===== src/rtl/segre_pkg.sv =====
// Shared types for the segre core slice: memop encodings and LSU state.
package segre_pkg;

   localparam int WORD_SIZE = 32;
   localparam int REG_SIZE  = 5;

   typedef enum logic [1:0] {
      BYTE = 2'b00,
      HALF = 2'b01,
      WORD = 2'b10
   } memop_data_type_e;

   typedef enum logic [1:0] {
      LSU_IDLE = 2'b00,
      LSU_REQ  = 2'b01,
      LSU_WAIT = 2'b10
   } lsu_state_e;

endpackage


===== src/rtl/segre_lsu_align.sv =====
// Lane logic for the LSU: store byte enables / data replication, alignment check,
// and load lane extraction with zero/sign extension.
module segre_lsu_align
   import segre_pkg::*;
(
   input  memop_data_type_e     st_type_i,
   input  logic [1:0]           st_alo_i,
   input  logic [WORD_SIZE-1:0] st_data_i,
   output logic [3:0]           st_be_o,
   output logic [WORD_SIZE-1:0] st_wdata_o,
   output logic                 st_misaligned_o,
   input  memop_data_type_e     ld_type_i,
   input  logic [1:0]           ld_alo_i,
   input  logic                 ld_sign_ext_i,
   input  logic [WORD_SIZE-1:0] ld_rdata_i,
   output logic [WORD_SIZE-1:0] ld_data_o
);

   logic [WORD_SIZE-1:0] shifted;

   assign shifted = ld_rdata_i >> {ld_alo_i, 3'b000};

   always_comb begin
      st_be_o         = 4'b1111;
      st_wdata_o      = st_data_i;
      st_misaligned_o = 1'b0;
      case (st_type_i)
         BYTE: begin
            st_be_o    = 4'b0001 << st_alo_i;
            st_wdata_o = {4{st_data_i[7:0]}};
         end
         HALF: begin
            st_be_o         = 4'b0011 << st_alo_i;
            st_wdata_o      = {2{st_data_i[15:0]}};
            st_misaligned_o = st_alo_i[0];
         end
         WORD: st_misaligned_o = |st_alo_i;
         default: ;
      endcase
   end

   always_comb begin
      ld_data_o = ld_rdata_i;
      case (ld_type_i)
         BYTE: ld_data_o = {{24{ld_sign_ext_i & shifted[7]}}, shifted[7:0]};
         HALF: ld_data_o = {{16{ld_sign_ext_i & shifted[15]}}, shifted[15:0]};
         default: ;
      endcase
   end

endmodule


===== src/rtl/segre_lsu.sv =====
// Load/store unit: accepts one memop at a time, runs it over a req/gnt/rvalid bus,
// and reports load results, store completion, misalignment or timeout as 1-cycle pulses.
module segre_lsu
   import segre_pkg::*;
#(
   parameter int ADDR_WIDTH     = 32,
   parameter int TIMEOUT_CYCLES = 255
) (
   input  logic                  clk_i,
   input  logic                  rst_i,
   input  logic                  req_valid_i,
   input  logic                  memop_rd_i,
   input  logic                  memop_wr_i,
   input  memop_data_type_e      memop_type_i,
   input  logic                  memop_sign_ext_i,
   input  logic [ADDR_WIDTH-1:0] addr_i,
   input  logic [WORD_SIZE-1:0]  wdata_i,
   input  logic [REG_SIZE-1:0]   rf_waddr_i,
   output logic                  busy_o,
   output logic                  load_valid_o,
   output logic [WORD_SIZE-1:0]  load_data_o,
   output logic [REG_SIZE-1:0]   load_waddr_o,
   output logic                  store_done_o,
   output logic                  misaligned_o,
   output logic                  bus_err_o,
   output logic                  mem_req_o,
   output logic                  mem_we_o,
   output logic [3:0]            mem_be_o,
   output logic [ADDR_WIDTH-1:0] mem_addr_o,
   output logic [WORD_SIZE-1:0]  mem_wdata_o,
   input  logic                  mem_gnt_i,
   input  logic                  mem_rvalid_i,
   input  logic [WORD_SIZE-1:0]  mem_rdata_i
);

   localparam int CW = $clog2(TIMEOUT_CYCLES + 1);
   localparam logic [CW-1:0] TO_LAST = CW'(TIMEOUT_CYCLES - 1);

   lsu_state_e            state_q;
   logic                  busy_q, mem_req_q, mem_we_q;
   logic [3:0]            mem_be_q;
   logic [ADDR_WIDTH-1:0] mem_addr_q;
   logic [WORD_SIZE-1:0]  mem_wdata_q, load_data_q;
   memop_data_type_e      type_q;
   logic                  sign_q;
   logic [1:0]            alo_q;
   logic [REG_SIZE-1:0]   waddr_q, load_waddr_q;
   logic [CW-1:0]         cnt_q, cnt_d;
   logic                  load_valid_q, store_done_q, misaligned_q, bus_err_q;

   logic                  accept, timeout, st_misaligned;
   logic [3:0]            st_be;
   logic [WORD_SIZE-1:0]  st_wdata, ld_data;

   segre_lsu_align u_align (
      .st_type_i       (memop_type_i),
      .st_alo_i        (addr_i[1:0]),
      .st_data_i       (wdata_i),
      .st_be_o         (st_be),
      .st_wdata_o      (st_wdata),
      .st_misaligned_o (st_misaligned),
      .ld_type_i       (type_q),
      .ld_alo_i        (alo_q),
      .ld_sign_ext_i   (sign_q),
      .ld_rdata_i      (mem_rdata_i),
      .ld_data_o       (ld_data)
   );

   assign accept  = req_valid_i & (memop_rd_i ^ memop_wr_i);
   assign cnt_d   = cnt_q + CW'(1);
   // The current REQ/WAIT cycle is the TIMEOUT_CYCLES-th one since accept.
   assign timeout = (cnt_q == TO_LAST);

   always_ff @(posedge clk_i or posedge rst_i) begin
      if (rst_i) begin
         state_q      <= LSU_IDLE;
         busy_q       <= 1'b0;
         mem_req_q    <= 1'b0;
         mem_we_q     <= 1'b0;
         mem_be_q     <= '0;
         mem_addr_q   <= '0;
         mem_wdata_q  <= '0;
         type_q       <= BYTE;
         sign_q       <= 1'b0;
         alo_q        <= '0;
         waddr_q      <= '0;
         cnt_q        <= '0;
         load_valid_q <= 1'b0;
         load_data_q  <= '0;
         load_waddr_q <= '0;
         store_done_q <= 1'b0;
         misaligned_q <= 1'b0;
         bus_err_q    <= 1'b0;
      end else begin
         load_valid_q <= 1'b0;
         store_done_q <= 1'b0;
         misaligned_q <= 1'b0;
         bus_err_q    <= 1'b0;
         case (state_q)
            LSU_IDLE: begin
               if (accept && st_misaligned) begin
                  misaligned_q <= 1'b1;
               end else if (accept) begin
                  state_q     <= LSU_REQ;
                  busy_q      <= 1'b1;
                  mem_req_q   <= 1'b1;
                  mem_we_q    <= memop_wr_i;
                  mem_be_q    <= st_be;
                  mem_addr_q  <= {addr_i[ADDR_WIDTH-1:2], 2'b00};
                  mem_wdata_q <= st_wdata;
                  type_q      <= memop_type_i;
                  sign_q      <= memop_sign_ext_i;
                  alo_q       <= addr_i[1:0];
                  waddr_q     <= rf_waddr_i;
                  cnt_q       <= '0;
               end
            end
            LSU_REQ: begin
               if (mem_gnt_i && mem_we_q) begin
                  mem_req_q    <= 1'b0;
                  store_done_q <= 1'b1;
                  state_q      <= LSU_IDLE;
                  busy_q       <= 1'b0;
               end else if (mem_gnt_i && mem_rvalid_i) begin
                  mem_req_q    <= 1'b0;
                  load_valid_q <= 1'b1;
                  load_data_q  <= ld_data;
                  load_waddr_q <= waddr_q;
                  state_q      <= LSU_IDLE;
                  busy_q       <= 1'b0;
               end else if (timeout) begin
                  mem_req_q <= 1'b0;
                  bus_err_q <= 1'b1;
                  state_q   <= LSU_IDLE;
                  busy_q    <= 1'b0;
               end else begin
                  cnt_q <= cnt_d;
                  if (mem_gnt_i) begin
                     mem_req_q <= 1'b0;
                     state_q   <= LSU_WAIT;
                  end
               end
            end
            LSU_WAIT: begin
               if (mem_rvalid_i) begin
                  load_valid_q <= 1'b1;
                  load_data_q  <= ld_data;
                  load_waddr_q <= waddr_q;
                  state_q      <= LSU_IDLE;
                  busy_q       <= 1'b0;
               end else if (timeout) begin
                  bus_err_q <= 1'b1;
                  state_q   <= LSU_IDLE;
                  busy_q    <= 1'b0;
               end else begin
                  cnt_q <= cnt_d;
               end
            end
            default: begin
               state_q   <= LSU_IDLE;
               busy_q    <= 1'b0;
               mem_req_q <= 1'b0;
            end
         endcase
      end
   end

   assign busy_o       = busy_q;
   assign load_valid_o = load_valid_q;
   assign load_data_o  = load_data_q;
   assign load_waddr_o = load_waddr_q;
   assign store_done_o = store_done_q;
   assign misaligned_o = misaligned_q;
   assign bus_err_o    = bus_err_q;
   assign mem_req_o    = mem_req_q;
   assign mem_we_o     = mem_we_q;
   assign mem_be_o     = mem_be_q;
   assign mem_addr_o   = mem_addr_q;
   assign mem_wdata_o  = mem_wdata_q;

endmodule


===== config.mk =====
export PLATFORM = sky130hd
export DESIGN_NAME = segre_lsu
export DESIGN_NICKNAME = d
export VERILOG_FILES = /design/src/rtl/segre_pkg.sv /design/src/rtl/segre_lsu_align.sv /design/src/rtl/segre_lsu.sv
export SDC_FILE = /design/constraint.sdc
export NUM_CORES = 1
export LEC_CHECK = 0
export ABC_AREA = 1
export CAP_MARGIN = 10
export CORE_MARGIN = 3
export CORE_UTILIZATION = 52
export CTS_BUF_LIST = sky130_fd_sc_hd__clkbuf_8
export DETAILED_ROUTE_END_ITERATION = 6
export GPL_TIMING_DRIVEN = 0
export PLACE_DENSITY = 0.94
export SETUP_SLACK_MARGIN = 0.4
export SKIP_LAST_GASP = 1
export SYNTH_ARGS = -nofsm -noshare
export SYNTH_HDL_FRONTEND = slang
export SYNTH_HIERARCHICAL = 1
export SYNTH_SLANG_ARGS = --single-unit

===== constraint.sdc =====
create_clock -name clk_i -period 11.5 [get_ports clk_i]
set_input_delay 2.3 -clock clk_i [delete_from_list [all_inputs] [get_ports clk_i]]
set_output_delay 2.3 -clock clk_i [all_outputs]
set_load 0.05 [all_outputs]

==> results.json, run 1 <==
{
  "max_slew_violation_count": 0,
  "timing.clock.skew_ns": 0.00657,
  "fp-row-count": 41,
  "grt_antenna_before_repair": 0,
  "layout_cell_share_with_drive_strength_beyond_1_pct": 10.9,
  "drc": 0,
  "r2r_cells": 9,
  "post_drt_via_cell_ratio": 5.24,
  "switchingPower_mw": 1.49,
  "total_power_mw": 2.97,
  "critPathMaxStageDelay_ns": 0.46,
  "cts-buffers-inserted": 17,
  "syn-cell-area_um2": 6850,
  "type_of_element_launching_the_critical_path": "primary input",
  "synth_area_leader": "dfrtp_1",
  "outcome": "complete, no violations",
  "rrSetupSlack_ns": 9.64,
  "detail_route.first_pass.iterations": 6,
  "synth_top_cell_area_share_pct": 47.5,
  "comb_power_share_pct": 59.8,
  "cts-resized-gates": 0,
  "leakagePower_nw": 4.86,
  "netSwitchingFraction_pct": 50.3,
  "postCtsSetupRepairBufs": 0,
  "cts.htree.levels": 4,
  "ys_seq_area_share_pct": 47.5,
  "unrepaired_setup_endpoints_after_global_routing": "false",
  "layout.nets": 1250,
  "min_path_type": "reg -> reg",
  "critPathCaptureType": "flip-flop",
  "initial_utilization_pct": 53.7,
  "slew-limit-headroom_pct": 58.3,
  "grtUsageTotal_pct": 28.8,
  "cap_violations": 0,
  "timing.setup.tns_ns": 0,
  "drt_iter0_drc": 639,
  "areaGrowthSynthToFinish_pct": 41.8,
  "finalCritPeriodShare_pct": 37.2,
  "timing.critical_path.required_ns": 11.85,
  "synth.ff_latch_count": 130,
  "clock_path_buffers": 2,
  "yosysWarningCount": 6,
  "arrival_ns": 4.62,
  "numClockSinks": 130,
  "route.vias.total": 6869,
  "global_route_wire_length_before_repair_um": 32900,
  "critPathSlowestCell": "clkdlybuf4s50_1",
  "cts_root_buf": "clkbuf_8",
  "synth_cells": 889,
  "clock_power_share_pct": 13.7,
  "gp_congestion": 1.02,
  "actual_transition_at_the_worst_max_transition_pin_ns": 0.623,
  "internal-power_mw": 1.48,
  "final_core_utilization_pct": 76.1,
  "crit_path_max_fanout": 10,
  "synth_cell_types": 28,
  "powerDensity_nw_per_um2": 305,
  "die-height_um": 121,
  "antenna_diode_count": 0,
  "path_cells": "clkdlybuf4s50_1 -> inv_1 -> ha_1 -> nand2_1 -> a21boi_0 -> inv_1 -> nand3_1 -> buf_2 -> buf_2 -> nand2_1 -> o21ai_1",
  "drt_wl_total_um": 20800,
  "dp_hpwl_um": 15800,
  "worstReg2RegStart": "state_q[1]$_DFFE_PP0P_",
  "wl_per_cell_um": 15.9,
  "avgSynthCellArea_um2": 7.71,
  "design.die.area_um2": 14600,
  "hold_violations": 0,
  "peakVddDrop_mv": 0.188,
  "pwr-share-seq_pct": 26.5,
  "overflow": 0,
  "dieWidth_um": 121,
  "critical_path_class": "in -> reg",
  "cts_tree": "yes",
  "cts_hold_buf": 0,
  "cp-endpoint": "mem_addr_o[6]$_DFFE_PP0P_",
  "maxClockFrequency_mhz": 234,
  "synth.area.top_cells": "dfrtp_1 (47%), nand2_1 (14%), inv_1 (8.7%)",
  "clk_latency_ns": 0.44,
  "floorplan_core_area_um2": 12800,
  "ios": 223,
  "via_count_of_the_first_global_routing_pass": 6671,
  "antenna_violating_nets_post_route": 0,
  "end_of_the_worst_register_to_register_path": "cnt_q[0]$_DFFE_PP0P_",
  "io_buffers": 220,
  "report.final.setup_viol": 0,
  "clkTransAtPathRegs_ns": 0.07,
  "crit_start": "memop_type_i[1]",
  "post-route-min-period_ns": 4.27,
  "grt_start_max_net_pins": 90
}
-- registers in the layout (all words and copies together), names as in the netlist, 2 cells and up --
signal        cells
load_data_o      32
load_waddr_o      5
mem_wdata_o      32
waddr_q           5
alo_q             2
state_q           2
type_q            2
cnt_q             8
mem_be_o          4
mem_addr_o       30
-- cell usage after synthesis --
library cell and count:
nand2_2 4, buf_6 11, a21boi_0 2, nand3b_1 1, buf_4 13, nand2_1 255, ha_1 9, dfrtp_1 130
nand3_1 43, a21oi_2 1, inv_2 3, nor2_2 3, or2_2 2, inv_1 158, clkbuf_1 4, buf_2 22
nor2_4 2, o21ai_1 81, a21oi_1 8, nand3_4 2, nand4_1 3, nor2_1 33, o22ai_1 13, o21ai_0 52
conb_1 1, clkinv_1 1, o21ai_2 30, nand3_2 2
-- cells by family (layout without fill, tap and decap cells) --
kind of cell               count (synthesis)  in the layout  synth area share [%]
AOI/OAI and AO/OA                        187            187                  15.7
adders and majority gates                  9              9                  1.64
buffers and inverters                    212            462                  13.9
DFF                                      130            130                  47.5
other                                      1              2                0.0547
and+or+nand+nor                          350            350                  21.2
-- critical path, delay by kind of cell --
family | cells | cell delay, ns
buffers and inverters | 5 | 1.25
AOI/OAI and AO/OA | 2 | 0.45
and+or+nand+nor | 3 | 0.36
adders and majority gates | 1 | 0.28
-- worst min-delay path by stage --
stage	startpoint	end	slack (ns)	depth (start not counted)
final	mem_wdata_o[3]$_DFFE_PP0P_	mem_wdata_o[3]$_DFFE_PP0P_	0.48	2
after global routing	load_data_o[4]$_DFFE_PP0P_	load_data_o[4]$_DFFE_PP0P_	0.50	2
after CTS	mem_wdata_o[1]$_DFFE_PP0P_	mem_wdata_o[1]$_DFFE_PP0P_	0.48	2
after detailed placement	mem_wdata_o[3]$_DFFE_PP0P_	mem_wdata_o[3]$_DFFE_PP0P_	0.46	2
after global placement	mem_wdata_o[3]$_DFFE_PP0P_	mem_wdata_o[3]$_DFFE_PP0P_	0.46	2
after floorplan	type_q[1]$_DFFE_PP0P_	type_q[1]$_DFFE_PP0P_	0.45	2
-- final cells by class --
cell class	count	area, um^2
clock buffer	22	303
inverter	162	613
buffer	50	347
tap	172	215
sequential	130	3250
clock inverter	7	108
fill	883	3060
timing repair buffer	221	2230
multi-input combinational	548	2650
-- metrics by stage --
stage	instance area, um^2	hold WS, ns	worst slack [ns]	instances
2_1_floorplan	6860	0.454	5.73	890
3_5_place_dp	9310	0.463	6.88	1283
4_1_cts	9720	0.485	7.30	1312
5_1_grt	9720	0.502	7.13	1312
3_3_place_gp	9280	0.462	4.01	1282
6_report	9720	0.480	7.23	1312
-- routing by layer --
metal | track usage, % | part of all wire, % | vias to the layer above
li1 | - | - | 3223
met1 | 33.8 | 38 | 3161
met2 | 48.4 | 49 | 411
met3 | 7.25 | 8.6 | 74
met4 | 15.6 | 4.5 | 0
met5 | 0 | 0 | -
-- power by group through the flow --
stage | sequential [mW] | clock [mW] | combinational [mW]
4_1_cts | 0.785 | 0.410 | 1.78
2_1_floorplan | 1.38 | 0 | 0.586
3_3_place_gp | 0.778 | 0 | 1.73
3_5_place_dp | 0.786 | 0 | 1.77
6_report | 0.787 | 0.406 | 1.78
5_1_grt | 0.807 | 0.430 | 1.89
-- cell usage in the layout, fill, tap and decap left out, types with 22 or more instances in the layout --
cell and count:
nand3_1 43, buf_2 22, o21ai_1 81, inv_1 159, clkbuf_8 22, dfrtp_1 130
nand2_1 255, o21ai_0 52, clkdlybuf4s50_1 220, nor2_1 33, o21ai_2 30
(Power assumes the default switching activity.)
==> run 2: changes to the inputs <==
--- a/config.mk
+++ b/config.mk
@@ -8,11 +8,11 @@
 export ABC_AREA = 1
 export CAP_MARGIN = 10
 export CORE_MARGIN = 3
-export CORE_UTILIZATION = 52
+export CORE_UTILIZATION = 43
 export CTS_BUF_LIST = sky130_fd_sc_hd__clkbuf_8
 export DETAILED_ROUTE_END_ITERATION = 6
 export GPL_TIMING_DRIVEN = 0
-export PLACE_DENSITY = 0.94
+export PLACE_DENSITY = 0.83
 export SETUP_SLACK_MARGIN = 0.4
 export SKIP_LAST_GASP = 1
 export SYNTH_ARGS = -nofsm -noshare
==> constraint.sdc (replaced) <==
create_clock -name clk_i -period 3.7 [get_ports clk_i]
set_input_delay 0.74 -clock clk_i [delete_from_list [all_inputs] [get_ports clk_i]]
set_output_delay 0.74 -clock clk_i [all_outputs]
set_load 0.05 [all_outputs]
==> run 2 against run 1 <==
Against the previous run: worst hold slack better by 0.0023 ns; non-clock buffer count rose by 2; global-route usage is 5.8 points lower; wire length down 4.1%; combinational power grew to 3.1 times the previous value; register-to-register slack worse by 7.8 ns; die area rose by 20%; critical path depth stayed put; clock skew is 0.0027 ns higher.
==> results.json, run 2 (synthesis gave the netlist of run 1 again) <==
{
  "outcome": "complete, no violations",
  "dieWidth_um": 132,
  "die-height_um": 132,
  "netSwitchingFraction_pct": 50.6,
  "clock_power_share_pct": 13.9,
  "worstReg2RegStart": "state_q[0]$_DFFE_PP0P_",
  "wl_met1_um": 8240,
  "actual_transition_at_the_worst_max_transition_pin_ns": 0.567,
  "drc": 0,
  "hold_path_depth": 2,
  "report.final.setup_viol": 0,
  "finalCritPeriodShare_pct": 65.5,
  "arrival_ns": 2.79,
  "cts.htree.levels": 4,
  "crit_path_max_fanout": 10,
  "io_buffers": 220,
  "clock_path_buffers": 2,
  "switchingPower_mw": 4.64,
  "peakVddDrop_mv": 0.928,
  "fillCellCount": 1344,
  "drt_iter0_drc": 499,
  "internal-power_mw": 4.53,
  "areaGrowthSynthToFinish_pct": 42.9,
  "cts_hold_buf": 0,
  "dp_hpwl_um": 15400,
  "most_common_library_cell_in_the_layout_ignoring_fill_and_taps": "nand2_1",
  "cap_violations": 0,
  "grt_start_max_net_pins": 42,
  "grt_antenna_before_repair": 0,
  "antenna_diode_count": 0,
  "gp_congestion": 0.886,
  "layout.nets": 1252,
  "whs_endpoint": "load_data_o[22]$_DFFE_PP0P_",
  "ios": 223,
  "powerDensity_nw_per_um2": 936,
  "design.die.area_um2": 17500,
  "clkTransAtPathRegs_ns": 0.08,
  "grtUsageTotal_pct": 23.0,
  "antenna_violating_nets_post_route": 0,
  "layout_common_cells": "nand2_1 (255), clkdlybuf4s50_1 (220), inv_1 (158)",
  "type_of_element_launching_the_critical_path": "primary input",
  "wl_met2_um": 9230,
  "cts_root_buf": "clkbuf_8",
  "drt_wl_total_um": 19900,
  "post-route-min-period_ns": 2.42,
  "global_route_wire_length_before_repair_um": 32100,
  "timing.clock.skew_ns": 0.00930,
  "overflow": 0,
  "timing.setup.tns_ns": 0,
  "postCtsSetupRepairBufs": 0,
  "highest-signal-layer": "met4",
  "initial_utilization_pct": 44.6,
  "unrepaired_setup_endpoints_after_global_routing": "false",
  "slew-limit-headroom_pct": 62.1,
  "post-place-cells": 1324,
  "timing.hold.ws_ns": 0.482,
  "cts-buffers-inserted": 17,
  "hold_violations": 0,
  "sequential_cell_area_um2": 3250,
  "route.met3.wl_um": 1880,
  "rrSetupSlack_ns": 1.89,
  "detail_route.first_pass.iterations": 5,
  "cts-resized-gates": 0,
  "min_path_type": "reg -> reg",
  "max_slew_violation_count": 0,
  "maxClockFrequency_mhz": 413,
  "combined_area_of_the_multi_input_logic_cells_um2": 2650,
  "hold_path_startpoint": "load_data_o[22]$_DFFE_PP0P_",
  "floorplan_core_area_um2": 15400,
  "post_drt_via_cell_ratio": 4.84,
  "layout_cell_share_with_drive_strength_beyond_1_pct": 11.3,
  "wl_per_cell_um": 14.7,
  "critical_path_class": "in -> reg",
  "route.vias.total": 6553,
  "end_of_the_worst_register_to_register_path": "cnt_q[0]$_DFFE_PP0P_",
  "fp-row-count": 45,
  "via_count_of_the_first_global_routing_pass": 6423,
  "leakagePower_nw": 4.85,
  "layout.cells.non_filler": 1355,
  "r2r_cells": 9,
  "critPathCaptureType": "flip-flop",
  "comb_power_share_pct": 59.7,
  "numClockSinks": 130,
  "cts_tree": "yes",
  "timing.critical_path.required_ns": 4.07,
  "clk_latency_ns": 0.45,
  "pwr-share-seq_pct": 26.4
}
run 2: power by group through the flow:
| stage | clock [mW] | sequential (mW) | combinational [mW] |
|---|---|---|---|
| after floorplan | 0 | 4.29 | 1.82 |
| after global placement | 0 | 2.42 | 5.41 |
| after detailed placement | 0 | 2.43 | 5.49 |
| after CTS | 1.30 | 2.42 | 5.50 |
| after global routing | 1.35 | 2.50 | 5.87 |
| final | 1.27 | 2.42 | 5.47 |
run 2: cell type report:
| cell class | count | area share (%) |
|---|---|---|
| Tap cell | 211 | 2.70 |
| Clock buffer | 18 | 2.53 |
| Buffer | 50 | 3.54 |
| Clock inverter | 13 | 1.63 |
| Timing Repair Buffer | 223 | 23.1 |
| Multi-Input combinational cell | 548 | 27.1 |
| Sequential cell | 130 | 33.2 |
| Inverter | 162 | 6.25 |
run 2: worst max-delay path by stage:
stage	from	slack [ns]	cells past startpoint	end
floorplan	rst_i	1.35	1	alo_q[0]$_DFFE_PP0P_
global placement	rst_i	0.12	2	mem_addr_o[6]$_DFFE_PP0P_
detailed placement	memop_type_i[1]	0.81	11	mem_addr_o[3]$_DFFE_PP0P_
CTS	mem_we_o$_DFFE_PP0P_	1.26	1	mem_we_o
global route	memop_type_i[1]	1.10	11	mem_addr_o[18]$_DFFE_PP0P_
finish	memop_type_i[1]	1.28	11	mem_addr_o[18]$_DFFE_PP0P_
run 2: stage by stage:
stage / utilization, % / setup slack, ns / area, um^2 / total power [mW]
4_1_cts: 63.7 / 1.26 / 9800 / 9.22
3_3_place_gp: 60.7 / 0.117 / 9330 / 7.83
5_1_grt: 63.7 / 1.10 / 9800 / 9.71
2_1_floorplan: - / 1.35 / 6860 / 6.11
3_5_place_dp: 61.1 / 0.810 / 9390 / 7.92
6_report: 63.7 / 1.28 / 9800 / 9.17
run 2: metal layers:
layer / track usage [%] / vias to the layer above
met3: 8.05 / 39
met4: 9.18 / 0
li1: - / 3232
met1: 28.2 / 3004
met2: 37.3 / 278
met5: 0 / -
run 2: critical path, stage by stage:
cell and delay (ns):
clkdlybuf4s50_1 0.45, inv_1 0.10, ha_1 0.24, nand2_1 0.09, a21boi_0 0.22, inv_1 0.12, nand3_1 0.10, buf_2 0.28
buf_2 0.27, nand2_1 0.08, o21ai_1 0.10
